===== src/rtl/wb_port_arbiter_pkg.sv =====
// Shared definitions for the write-back port arbiter.
// Covers datapath widths, opcode constants, the write-source encoding
// and a helper that decides whether a destination produces a real write.
package wb_port_arbiter_pkg;

    localparam int XLEN       = 32;
    localparam int REG_ADDR_W = 5;

    // Major opcodes of the instruction classes that reach write-back
    localparam logic [6:0] STORE  = 7'b0100011;
    localparam logic [6:0] LOAD   = 7'b0000011;
    localparam logic [6:0] OP     = 7'b0110011;
    localparam logic [6:0] OP_IMM = 7'b0010011;

    // Which requester owns the write port in a given cycle
    typedef enum logic [1:0] {
        SRC_NONE = 2'd0,
        SRC_LOAD = 2'd1,
        SRC_BUF  = 2'd2,
        SRC_ALU  = 2'd3
    } wb_src_e;

    // x0 is hard-wired to zero, so writes to it are retired silently
    function automatic logic wr_allowed(input logic [REG_ADDR_W-1:0] rd);
        return rd != '0;
    endfunction

endpackage


===== src/rtl/wb_skid_fifo.sv =====
// In-order buffer of {rd, data} for ALU results that lost arbitration.
// Head is visible combinationally; every occupied entry also reports
// whether its rd matches a query rd so a stale load can be dropped.
module wb_skid_fifo
    import wb_port_arbiter_pkg::*;
#(
    parameter int DEPTH  = 2,
    parameter int DATA_W = 32,
    parameter int RD_W   = REG_ADDR_W
) (
    input  logic                         i_clk,
    input  logic                         i_rst,
    input  logic                         i_push,
    input  logic [RD_W-1:0]              i_push_rd,
    input  logic [DATA_W-1:0]            i_push_data,
    input  logic                         i_pop,
    output logic [RD_W-1:0]              o_head_rd,
    output logic [DATA_W-1:0]            o_head_data,
    output logic                         o_full,
    output logic                         o_empty,
    output logic [$clog2(DEPTH+1)-1:0]   o_count,
    input  logic [RD_W-1:0]              i_match_rd,
    output logic [DEPTH-1:0]             o_match
);

    localparam int PTR_W = $clog2(DEPTH);
    localparam int CNT_W = $clog2(DEPTH+1);

    logic [RD_W-1:0]   rd_mem   [DEPTH];
    logic [DATA_W-1:0] data_mem [DEPTH];
    logic [DEPTH-1:0]  valid_reg;
    logic [PTR_W-1:0]  wr_ptr_reg;
    logic [PTR_W-1:0]  rd_ptr_reg;
    logic [CNT_W-1:0]  count_reg;
    logic              push_ok;
    logic              pop_ok;

    assign o_full      = (count_reg == CNT_W'(DEPTH));
    assign o_empty     = (count_reg == '0);
    assign o_count     = count_reg;
    assign push_ok     = i_push & ~o_full;
    assign pop_ok      = i_pop & ~o_empty;
    assign o_head_rd   = rd_mem[rd_ptr_reg];
    assign o_head_data = data_mem[rd_ptr_reg];

    // Pointer and occupancy bookkeeping; DEPTH is a power of 2 so pointers wrap naturally
    always_ff @(posedge i_clk or negedge i_rst) begin
        if (!i_rst) begin
            wr_ptr_reg <= '0;
            rd_ptr_reg <= '0;
            count_reg  <= '0;
        end else begin
            if (push_ok) wr_ptr_reg <= wr_ptr_reg + PTR_W'(1);
            if (pop_ok)  rd_ptr_reg <= rd_ptr_reg + PTR_W'(1);
            case ({push_ok, pop_ok})
                2'b10:   count_reg <= count_reg + CNT_W'(1);
                2'b01:   count_reg <= count_reg - CNT_W'(1);
                default: count_reg <= count_reg;
            endcase
        end
    end

    generate
        for (genvar gi = 0; gi < DEPTH; gi++) begin : g_entry
            // Entry payload needs no reset; its valid bit guards every use
            always_ff @(posedge i_clk) begin
                if (push_ok && wr_ptr_reg == PTR_W'(gi)) begin
                    rd_mem[gi]   <= i_push_rd;
                    data_mem[gi] <= i_push_data;
                end
            end

            // Occupancy flag per slot: cleared on pop, set on push
            always_ff @(posedge i_clk or negedge i_rst) begin
                if (!i_rst) begin
                    valid_reg[gi] <= 1'b0;
                end else begin
                    if (pop_ok && rd_ptr_reg == PTR_W'(gi))
                        valid_reg[gi] <= 1'b0;
                    if (push_ok && wr_ptr_reg == PTR_W'(gi))
                        valid_reg[gi] <= 1'b1;
                end
            end

            assign o_match[gi] = valid_reg[gi] & (rd_mem[gi] == i_match_rd);
        end
    endgenerate

endmodule


===== src/rtl/wb_port_arbiter.sv =====
// Write-back port sequencer: loads always win, ALU results that lose are
// parked in an in-order buffer and drained on idle cycles. A load older
// than a buffered or concurrent ALU result to the same rd is discarded.
module wb_port_arbiter
    import wb_port_arbiter_pkg::*;
#(
    parameter int XLEN  = wb_port_arbiter_pkg::XLEN,
    parameter int DEPTH = 2
) (
    input  logic                  i_clk,
    input  logic                  i_rst,
    input  logic                  i_halt,
    input  logic                  i_alu_valid,
    input  logic [REG_ADDR_W-1:0] i_alu_rd,
    input  logic [XLEN-1:0]       i_alu_data,
    input  logic                  i_ld_valid,
    input  logic [REG_ADDR_W-1:0] i_ld_rd,
    input  logic [XLEN-1:0]       i_ld_data,
    output logic                  o_alu_stall,
    output logic                  o_reg_wr_en,
    output logic [REG_ADDR_W-1:0] o_reg_wr_addr,
    output logic [XLEN-1:0]       o_reg_wr_data
);

    localparam int CNT_W = $clog2(DEPTH+1);

    logic [REG_ADDR_W-1:0] head_rd;
    logic [XLEN-1:0]       head_data;
    logic                  buf_full;
    logic                  buf_empty;
    logic [CNT_W-1:0]      buf_count;
    logic [DEPTH-1:0]      buf_match;

    logic                  alu_acc;
    logic                  ld_drop;
    wb_src_e               src;
    logic                  push;
    logic                  pop;
    logic [REG_ADDR_W-1:0] sel_rd;
    logic [XLEN-1:0]       sel_data;
    logic                  wr_en_next;

    logic                  wr_en_reg;
    logic [REG_ADDR_W-1:0] wr_addr_reg;
    logic [XLEN-1:0]       wr_data_reg;

    wb_skid_fifo #(
        .DEPTH  (DEPTH),
        .DATA_W (XLEN),
        .RD_W   (REG_ADDR_W)
    ) u_fifo (
        .i_clk       (i_clk),
        .i_rst       (i_rst),
        .i_push      (push),
        .i_push_rd   (i_alu_rd),
        .i_push_data (i_alu_data),
        .i_pop       (pop),
        .o_head_rd   (head_rd),
        .o_head_data (head_data),
        .o_full      (buf_full),
        .o_empty     (buf_empty),
        .o_count     (buf_count),
        .i_match_rd  (i_ld_rd),
        .o_match     (buf_match)
    );

    // Stall never looks at a same-cycle pop, so a full buffer always stalls
    assign o_alu_stall = (buf_count == CNT_W'(DEPTH)) | i_halt;
    assign alu_acc     = i_alu_valid & ~o_alu_stall;
    assign ld_drop     = (|buf_match) | (alu_acc & (i_alu_rd == i_ld_rd));

    // Priority selection: live load, then buffer head, then direct ALU
    always_comb begin
        src      = SRC_NONE;
        sel_rd   = '0;
        sel_data = '0;
        push     = 1'b0;
        pop      = 1'b0;
        if (!i_halt) begin
            if (i_ld_valid && !ld_drop) begin
                src      = SRC_LOAD;
                sel_rd   = i_ld_rd;
                sel_data = i_ld_data;
            end else if (!buf_empty) begin
                src      = SRC_BUF;
                sel_rd   = head_rd;
                sel_data = head_data;
                pop      = 1'b1;
            end else if (alu_acc) begin
                src      = SRC_ALU;
                sel_rd   = i_alu_rd;
                sel_data = i_alu_data;
            end
            push = alu_acc & (src != SRC_ALU);
        end
        wr_en_next = (src != SRC_NONE) & wr_allowed(sel_rd);
    end

    // Registered write port; address/data refresh only when a source retires
    always_ff @(posedge i_clk or negedge i_rst) begin
        if (!i_rst) begin
            wr_en_reg   <= 1'b0;
            wr_addr_reg <= '0;
            wr_data_reg <= '0;
        end else begin
            wr_en_reg <= wr_en_next;
            if (src != SRC_NONE) begin
                wr_addr_reg <= sel_rd;
                wr_data_reg <= sel_data;
            end
        end
    end

    assign o_reg_wr_en   = wr_en_reg;
    assign o_reg_wr_addr = wr_addr_reg;
    assign o_reg_wr_data = wr_data_reg;

    // Full flag is implied by count; kept as a named net for readability in waves
    logic unused_full;
    assign unused_full = buf_full;

endmodule


===== config.mk =====
export PLATFORM = sky130hd
export DESIGN_NAME = wb_port_arbiter
export DESIGN_NICKNAME = d
export VERILOG_FILES = /design/src/rtl/wb_port_arbiter_pkg.sv /design/src/rtl/wb_skid_fifo.sv /design/src/rtl/wb_port_arbiter.sv
export SDC_FILE = /design/constraint.sdc
export NUM_CORES = 1
export LEC_CHECK = 0
export ABC_AREA = 1
export ABC_CLOCK_PERIOD_IN_PS = 4100
export BUFFER_PORTS_ARGS = -buffer_cell sky130_fd_sc_hd__buf_2
export CORE_MARGIN = 2
export CORE_UTILIZATION = 55
export CTS_BUF_LIST = sky130_fd_sc_hd__clkbuf_16
export DETAILED_ROUTE_END_ITERATION = 10
export PLACE_DENSITY = 0.81
export SYNTH_ARGS = -nofsm -noshare
export SYNTH_HDL_FRONTEND = slang
export SYNTH_SLANG_ARGS = --single-unit

===== constraint.sdc =====
create_clock -name i_clk -period 4.1 [get_ports i_clk]
set_input_delay 0.82 -clock i_clk [delete_from_list [all_inputs] [get_ports i_clk]]
set_output_delay 0.82 -clock i_clk [all_outputs]
set_load 0.1 [all_outputs]

==> results of run 1 <==
[per-stage QoR]
stage	total power [W]	hold WS (ns)
6_report	0.00538	0.464
5_1_grt	0.00566	0.490
4_1_cts	0.00541	0.466
3_5_place_dp	0.00403	0.454
3_3_place_gp	0.00398	0.449
2_1_floorplan	0.00357	0.466
[layout make-up]
cell class / instances / area share, %
repair buffers: 125 / 9.91
multi-input cells: 385 / 27.2
flip-flops and latches: 118 / 50.0
inverters: 35 / 2.05
clock buffers: 17 / 6.40
well taps: 133 / 2.51
clock inverters: 15 / 1.88
[critical path: stages]
cell and delay [ns]:
buf_2 0.11, inv_2 0.07, buf_4 0.40, nand2_1 0.12, buf_2 0.31
[cell families after synthesis]
kind of cell / synth area share, %
AO/OA/AOI/OAI: 13.6
AND/OR/NAND/NOR: 19.1
adder cells (fa/ha/maj): 0.231
flip-flops: 61.4
XOR/XNOR: 0.486
buffers and inverters: 5.14
[power by group]
part           switching [W]  internal, W
Clock               0.000493     0.000872
Sequential          0.000136      0.00154
Combinational        0.00182     0.000518
[layer usage]
layer | part of all wire (%) | up-vias
met5 | 0 | -
met4 | 1.7 | 0
met2 | 48 | 158
met3 | 7.6 | 20
li1 | - | 2130
met1 | 42 | 1996
[placed cells by master, fill, tap and decap left out]
| master | Yosys | routed |
|---|---|---|
| o211ai_1 | 32 | 32 |
| clkbuf_16 | 0 | 17 |
| buf_4 | 0 | 7 |
| xnor2_1 | 2 | 2 |
| o21ai_0 | 39 | 39 |
| nor2_1 | 50 | 50 |
| clkinv_1 | 2 | 4 |
| buf_2 | 8 | 117 |
| nand2_1 | 205 | 205 |
| dfrtp_1 | 44 | 44 |
| o22ai_1 | 2 | 2 |
| inv_1 | 22 | 27 |
| edfxtp_1 | 74 | 74 |
| nand3_2 | 1 | 1 |
| bufinv_16 | 0 | 2 |
| o21a_1 | 32 | 32 |
| buf_12 | 0 | 1 |
| a21oi_1 | 7 | 7 |
| nand2_2 | 2 | 2 |
| nand2_4 | 1 | 1 |
| ha_1 | 1 | 1 |
| xor2_1 | 1 | 1 |
| clkinvlp_4 | 0 | 2 |
| clkinv_2 | 0 | 3 |
| a22oi_1 | 2 | 2 |
| nand3_1 | 8 | 8 |
| inv_2 | 10 | 10 |
| clkinv_4 | 1 | 2 |
[how the worst max path moves through the flow]
stage | from | to | slack, ns | depth (start not counted)
finish | i_halt | o_alu_stall | 1.44 | 5
CTS | i_halt | o_alu_stall | 1.43 | 5
detailed placement | i_ld_rd[0] | u_fifo.data_mem[1][16] | 1.20 | 15
floorplan | i_halt | o_alu_stall | 1.23 | 4
global placement | i_ld_rd[1] | u_fifo.data_mem[1][16] | 1.25 | 15
global route | i_halt | o_alu_stall | 1.37 | 5
==> flow_metrics.py, run 1 <==
metrics = {
    "run_status": {
        "outcome": "finished, final reports clean",
    },
    "routing": {
        "ant_nets": 0,
        "remaining_drc_errors": 0,
        "wl_microns": 12700,
        "vias": 4304,
        "viasPerCell": 5.20,
        "dr.pass1.iters": 5,
        "drt_iter0_drc": 232,
        "wl_per_cell_microns": 15.4,
    },
    "synth": {
        "syn_nets": 645,
        "syn-instance-count": 565,
        "ys_types": 25,
        "yosys_most_used_dff": "edfxtp_1",
        "syn_area_sq_um": 5410,
        "synth_edf_count": 74,
        "yosysTopAreaCell": "edfxtp_1",
        "synth_top_area_share_pct": 41.1,
        "synth.avg_cell_area_sq_um": 9.57,
        "synth-warning-count": 0,
        "ys_top_cells_by_area": "edfxtp_1 41%, dfrtp_1 20%, nand2_1 14%",
        "synthArstFlopShare_pct": 37.3,
        "synth_common_cells": "205 x nand2_1, 74 x edfxtp_1, 50 x nor2_1, 44 x dfrtp_1, 39 x o21ai_0",
        "yosysMostFrequentCell": "nand2_1",
        "ys_seq_elements": 118,
        "yosysSeqAreaShare_pct": 61.4,
    },
    "worst_setup_path": {
        "critical_path_class": "input pin to primary output",
        "r2r_start": "u_fifo.o_count[0]",
        "r2r_cells": 14,
        "cp-end-kind": "primary output",
        "critical_path_arrival_ns": 1.84,
        "reg2reg_slack_ns": 1.66,
        "r2r_end": "u_fifo.data_mem[1][0]",
        "start_kind": "input pin",
        "critPathRequiredTime_ns": 3.28,
        "crit_fanout": 40,
    },
    "clocking": {
        "cts.sinks": 118,
        "h-tree-depth": 4,
        "clockRootBuffer": "clkbuf_16",
        "ctsHoldBuffers": 0,
        "cts_resized": 0,
        "clk_path_buf_depth": 2,
        "cts_tree": "yes",
        "clock_latency_ns": 0.41,
        "post-cts-setup-buffer-count": 0,
        "cts_buffers": 17,
        "clk_pin_slew_ns": 0.05,
    },
    "layout": {
        "final_area_sq_um": 6640,
        "top_register": "u_fifo.data_mem",
        "final_cells": 828,
        "antenna_cells": 0,
        "multi_input_area_sq_um": 1810,
        "finalNetCount": 762,
        "syn_to_final_growth_pct": 22.8,
        "seq_area_sq_um": 3320,
        "fin_util_pct": 68.9,
        "drive_gt1_share_pct": 23.7,
        "fill_cells": 753,
        "largest_reg_flops": 64,
    },
    "place": {
        "pre_cts_slack_ns": 1.20,
        "place_inst": 796,
        "dp_hpwl_microns": 8040,
        "gp_congestion": 0.935,
        "port_buffers": 117,
        "place_area_sq_um": 6090,
    },
    "hold_path": {
        "hp-class": "register to register",
        "min_delay_path_depth": 2,
        "hold-path-endpoint": "o_reg_wr_data[20]",
        "min_from": "o_reg_wr_data[20]",
    },
    "timing": {
        "tightest_slew_ns": 1.07,
        "setup_viol_count_final": 0,
        "tns_ns": 0,
        "slew_violations": 0,
        "fmax_mhz": 375,
        "rsz0062_at_grt": "false",
        "post-route-min-period_ns": 2.66,
        "slew_headroom_pct": 28.7,
        "fin_ws_ns": 1.44,
        "min_period_over_period_pct": 65.0,
        "skew_ns": 0.00527,
        "hold_violations": 0,
    },
    "grt": {
        "grt_pass1_wl_microns": 20500,
        "use_met1_pct": 32.3,
        "grt_max_degree": 45,
        "overflow": 0,
        "top_usage_layer": "met2",
        "grt.total_usage_pct": 25.9,
        "antenna_found_initial": 0,
        "use_met2_pct": 42.7,
        "grt.met3_usage_pct": 7.73,
        "grt_pass1_vias": 4261,
    },
    "floorplan": {
        "start_util_pct": 56.1,
        "rows": 36,
        "fp.dieW_microns": 103,
        "ioPinCount": 118,
        "core_sq_um": 9640,
        "design.die.area_sq_um": 10600,
        "fp.dieH_microns": 103,
    },
    "power": {
        "p_per_area_nw_per_um2": 810,
        "p_leak_nw": 3.02,
        "vdd_drop_max_v": 0.000525,
    },
    "run": {
        "maxCapViolCount": 0,
    },
}
Note: power is estimated with default switching activity, not from simulation.
==> run 2: changes to the inputs <==
Settings changed: ABC_CLOCK_PERIOD_IN_PS 4100 to 2800, CORE_UTILIZATION 55 to 54, PLACE_DENSITY 0.81 to 0.79.
Clock period 4.1 ns to 2.8 ns, I/O delays scaled along.
==> run 2 against run 1 <==
Effect of this change:
- design area up 0.73%
- critical path type is now register to register
- core utilization down 0.14 points
- highest routed layer unchanged
- largest cell class unchanged
- largest power group unchanged
- global-route usage down 0.41 points
- critical endpoint is now o_reg_wr_data[18]
==> flow_metrics.py, run 2 (synthesized netlist as in run 1, its figures left out) <==
metrics = {
    "clocking": {
        "post-cts-setup-buffer-count": 0,
        "ctsHoldBuffers": 0,
        "clk_path_buf_depth": 2,
        "cts_buffers": 17,
        "cts_tree": "yes",
        "clockRootBuffer": "clkbuf_16",
        "clock_latency_ns": 0.41,
        "cts_resized": 0,
        "clk_pin_slew_ns": 0.06,
        "cts.sinks": 118,
        "h-tree-depth": 4,
    },
    "run_status": {
        "outcome": "finished, final reports clean",
    },
    "layout": {
        "finalNetCount": 767,
        "fill_cells": 775,
        "largest_reg_flops": 64,
        "final_common_cell": "nand2_1",
        "seq_area_sq_um": 3320,
        "top_register": "u_fifo.data_mem",
        "syn_to_final_growth_pct": 23.7,
        "multi_input_area_sq_um": 1810,
        "final_cell_mix": "205 x nand2_1, 117 x buf_2, 74 x edfxtp_1, 50 x nor2_1, 44 x dfrtp_1",
        "final_cells": 833,
        "drive_gt1_share_pct": 24.4,
        "antenna_cells": 0,
    },
    "worst_setup_path": {
        "crit_fanout": 24,
        "r2r_start": "u_fifo.rd_ptr_reg",
        "critPathRequiredTime_ns": 3.08,
        "cp-end-kind": "register",
        "cp_common_cell": "nand2_1",
        "start_kind": "register",
        "cpLargestDelayFamily": "buffers and inverters",
        "critical_path_arrival_ns": 2.43,
        "critical_path_class": "register to register",
        "r2r_end": "o_reg_wr_data[18]",
        "cp_num_buf_inv": 2,
        "max_stage_delay_ns": 0.63,
        "crit_start": "u_fifo.rd_ptr_reg",
        "cp.depth": 7,
        "endpoint": "o_reg_wr_data[18]",
        "reg2reg_slack_ns": 0.65,
        "cp_cell_sequence": "clkinv_1 -> buf_4 -> nor2_1 -> o21a_1 -> nand2_1 -> o211ai_1 -> nand2_1",
        "r2r_cells": 7,
        "slowest_stage": "dfrtp_1",
    },
    "routing": {
        "dr.pass1.iters": 5,
        "ant_nets": 0,
        "wl_microns": 13100,
        "viasPerCell": 5.20,
        "vias": 4333,
        "wl_per_cell_microns": 15.8,
        "drt_iter0_drc": 235,
        "remaining_drc_errors": 0,
    },
    "grt": {
        "grt.total_usage_pct": 25.5,
        "grt_pass1_vias": 4371,
        "grt_max_degree": 42,
        "antenna_found_initial": 0,
        "overflow": 0,
        "grt_pass1_wl_microns": 21600,
    },
    "timing": {
        "setup_viol_count_final": 0,
        "tns_ns": 0,
        "rsz0062_at_grt": "false",
        "skew_ns": 0.00953,
        "hold_violations": 0,
        "min_period_over_period_pct": 76.8,
        "holdWs_ns": 0.123,
        "post-route-min-period_ns": 2.15,
        "tightest_slew_ns": 0.514,
        "slew_violations": 0,
        "slew_headroom_pct": 65.7,
        "fmax_mhz": 465,
    },
    "place": {
        "dp_hpwl_microns": 8450,
        "gp_congestion": 0.898,
        "place_inst": 801,
        "port_buffers": 117,
    },
    "floorplan": {
        "fp.dieW_microns": 104,
        "rows": 36,
        "core_sq_um": 9730,
        "design.die.area_sq_um": 10800,
        "ioPinCount": 118,
        "start_util_pct": 55.6,
        "fp.dieH_microns": 104,
    },
    "run": {
        "maxCapViolCount": 0,
    },
    "power": {
        "p_per_area_nw_per_um2": 1200,
        "finalPower_w": 0.00800,
        "p_leak_nw": 3.05,
        "vdd_drop_max_v": 0.000819,
    },
    "hold_path": {
        "hp-class": "input pin to asynchronous set/reset pin",
    },
}
==> run 2: cell types whose count changed in the layout (fill, tap and decap cells not counted), sizes merged <==
cell	previous run	this run
buf	125	130
bufinv	2	3
clkinv	9	10
clkinvlp	2	1
inv	37	36
==> run 2: through the flow <==
stage / worst slack [ns] / utilization (%) / cell area (sq um)
2_1_floorplan: 0.397 / - / 5410
3_3_place_gp: 0.538 / 62.9 / 6120
3_5_place_dp: 0.502 / 62.9 / 6120
4_1_cts: 0.640 / 68.8 / 6690
5_1_grt: 0.446 / 68.8 / 6690
6_report: 0.650 / 68.8 / 6690
==> run 2: worst reg2reg max path, delay by kind of cell, from the launching register on <==
kind / cells / cell delay [ns]
AOI/OAI and AO/OA: 2 / 0.25
buffers and inverters: 2 / 0.87
DFF: 1 / 0.63
and+or+nand+nor: 3 / 0.27
==> run 2: area by class of cell <==
class                   instances  area share (%)
repair buffers                130            10.2
flip-flops and latches        118            49.7
inverters                      35            2.04
clock buffers                  17            6.36
multi-input cells             385            27.0
clock inverters                15            2.23
well taps                     133            2.49
==> run 2: worst min path at each step <==
stage | endpoint | slack (ns) | depth (start not counted)
detailed placement | o_reg_wr_data[27] | 0.45 | 2
global route | o_reg_wr_data[14] | 0.15 | 1
finish | o_reg_wr_data[14] | 0.12 | 1
global placement | o_reg_wr_data[24] | 0.45 | 2
floorplan | o_reg_wr_addr[0] | 0.26 | 0
CTS | o_reg_wr_data[17] | 0.14 | 1
==> run 2: power by group <==
group | total, W | leakage (nW) | internal (W) | switching, W
logic | 0.00344 | 1.55 | 0.000770 | 0.00267
clock network | 0.00211 | 0.296 | 0.00137 | 0.000739
registers | 0.00245 | 1.21 | 0.00226 | 0.000196
==> run 2: metal layers <==
layer | vias up | track usage [%] | routed length (microns)
met1 | 2009 | 31.8 | 5600
met2 | 166 | 43.3 | 6370
met4 | 0 | 9.36 | 247
met3 | 21 | 6.14 | 912
met5 | - | 0 | 0
li1 | 2137 | - | -
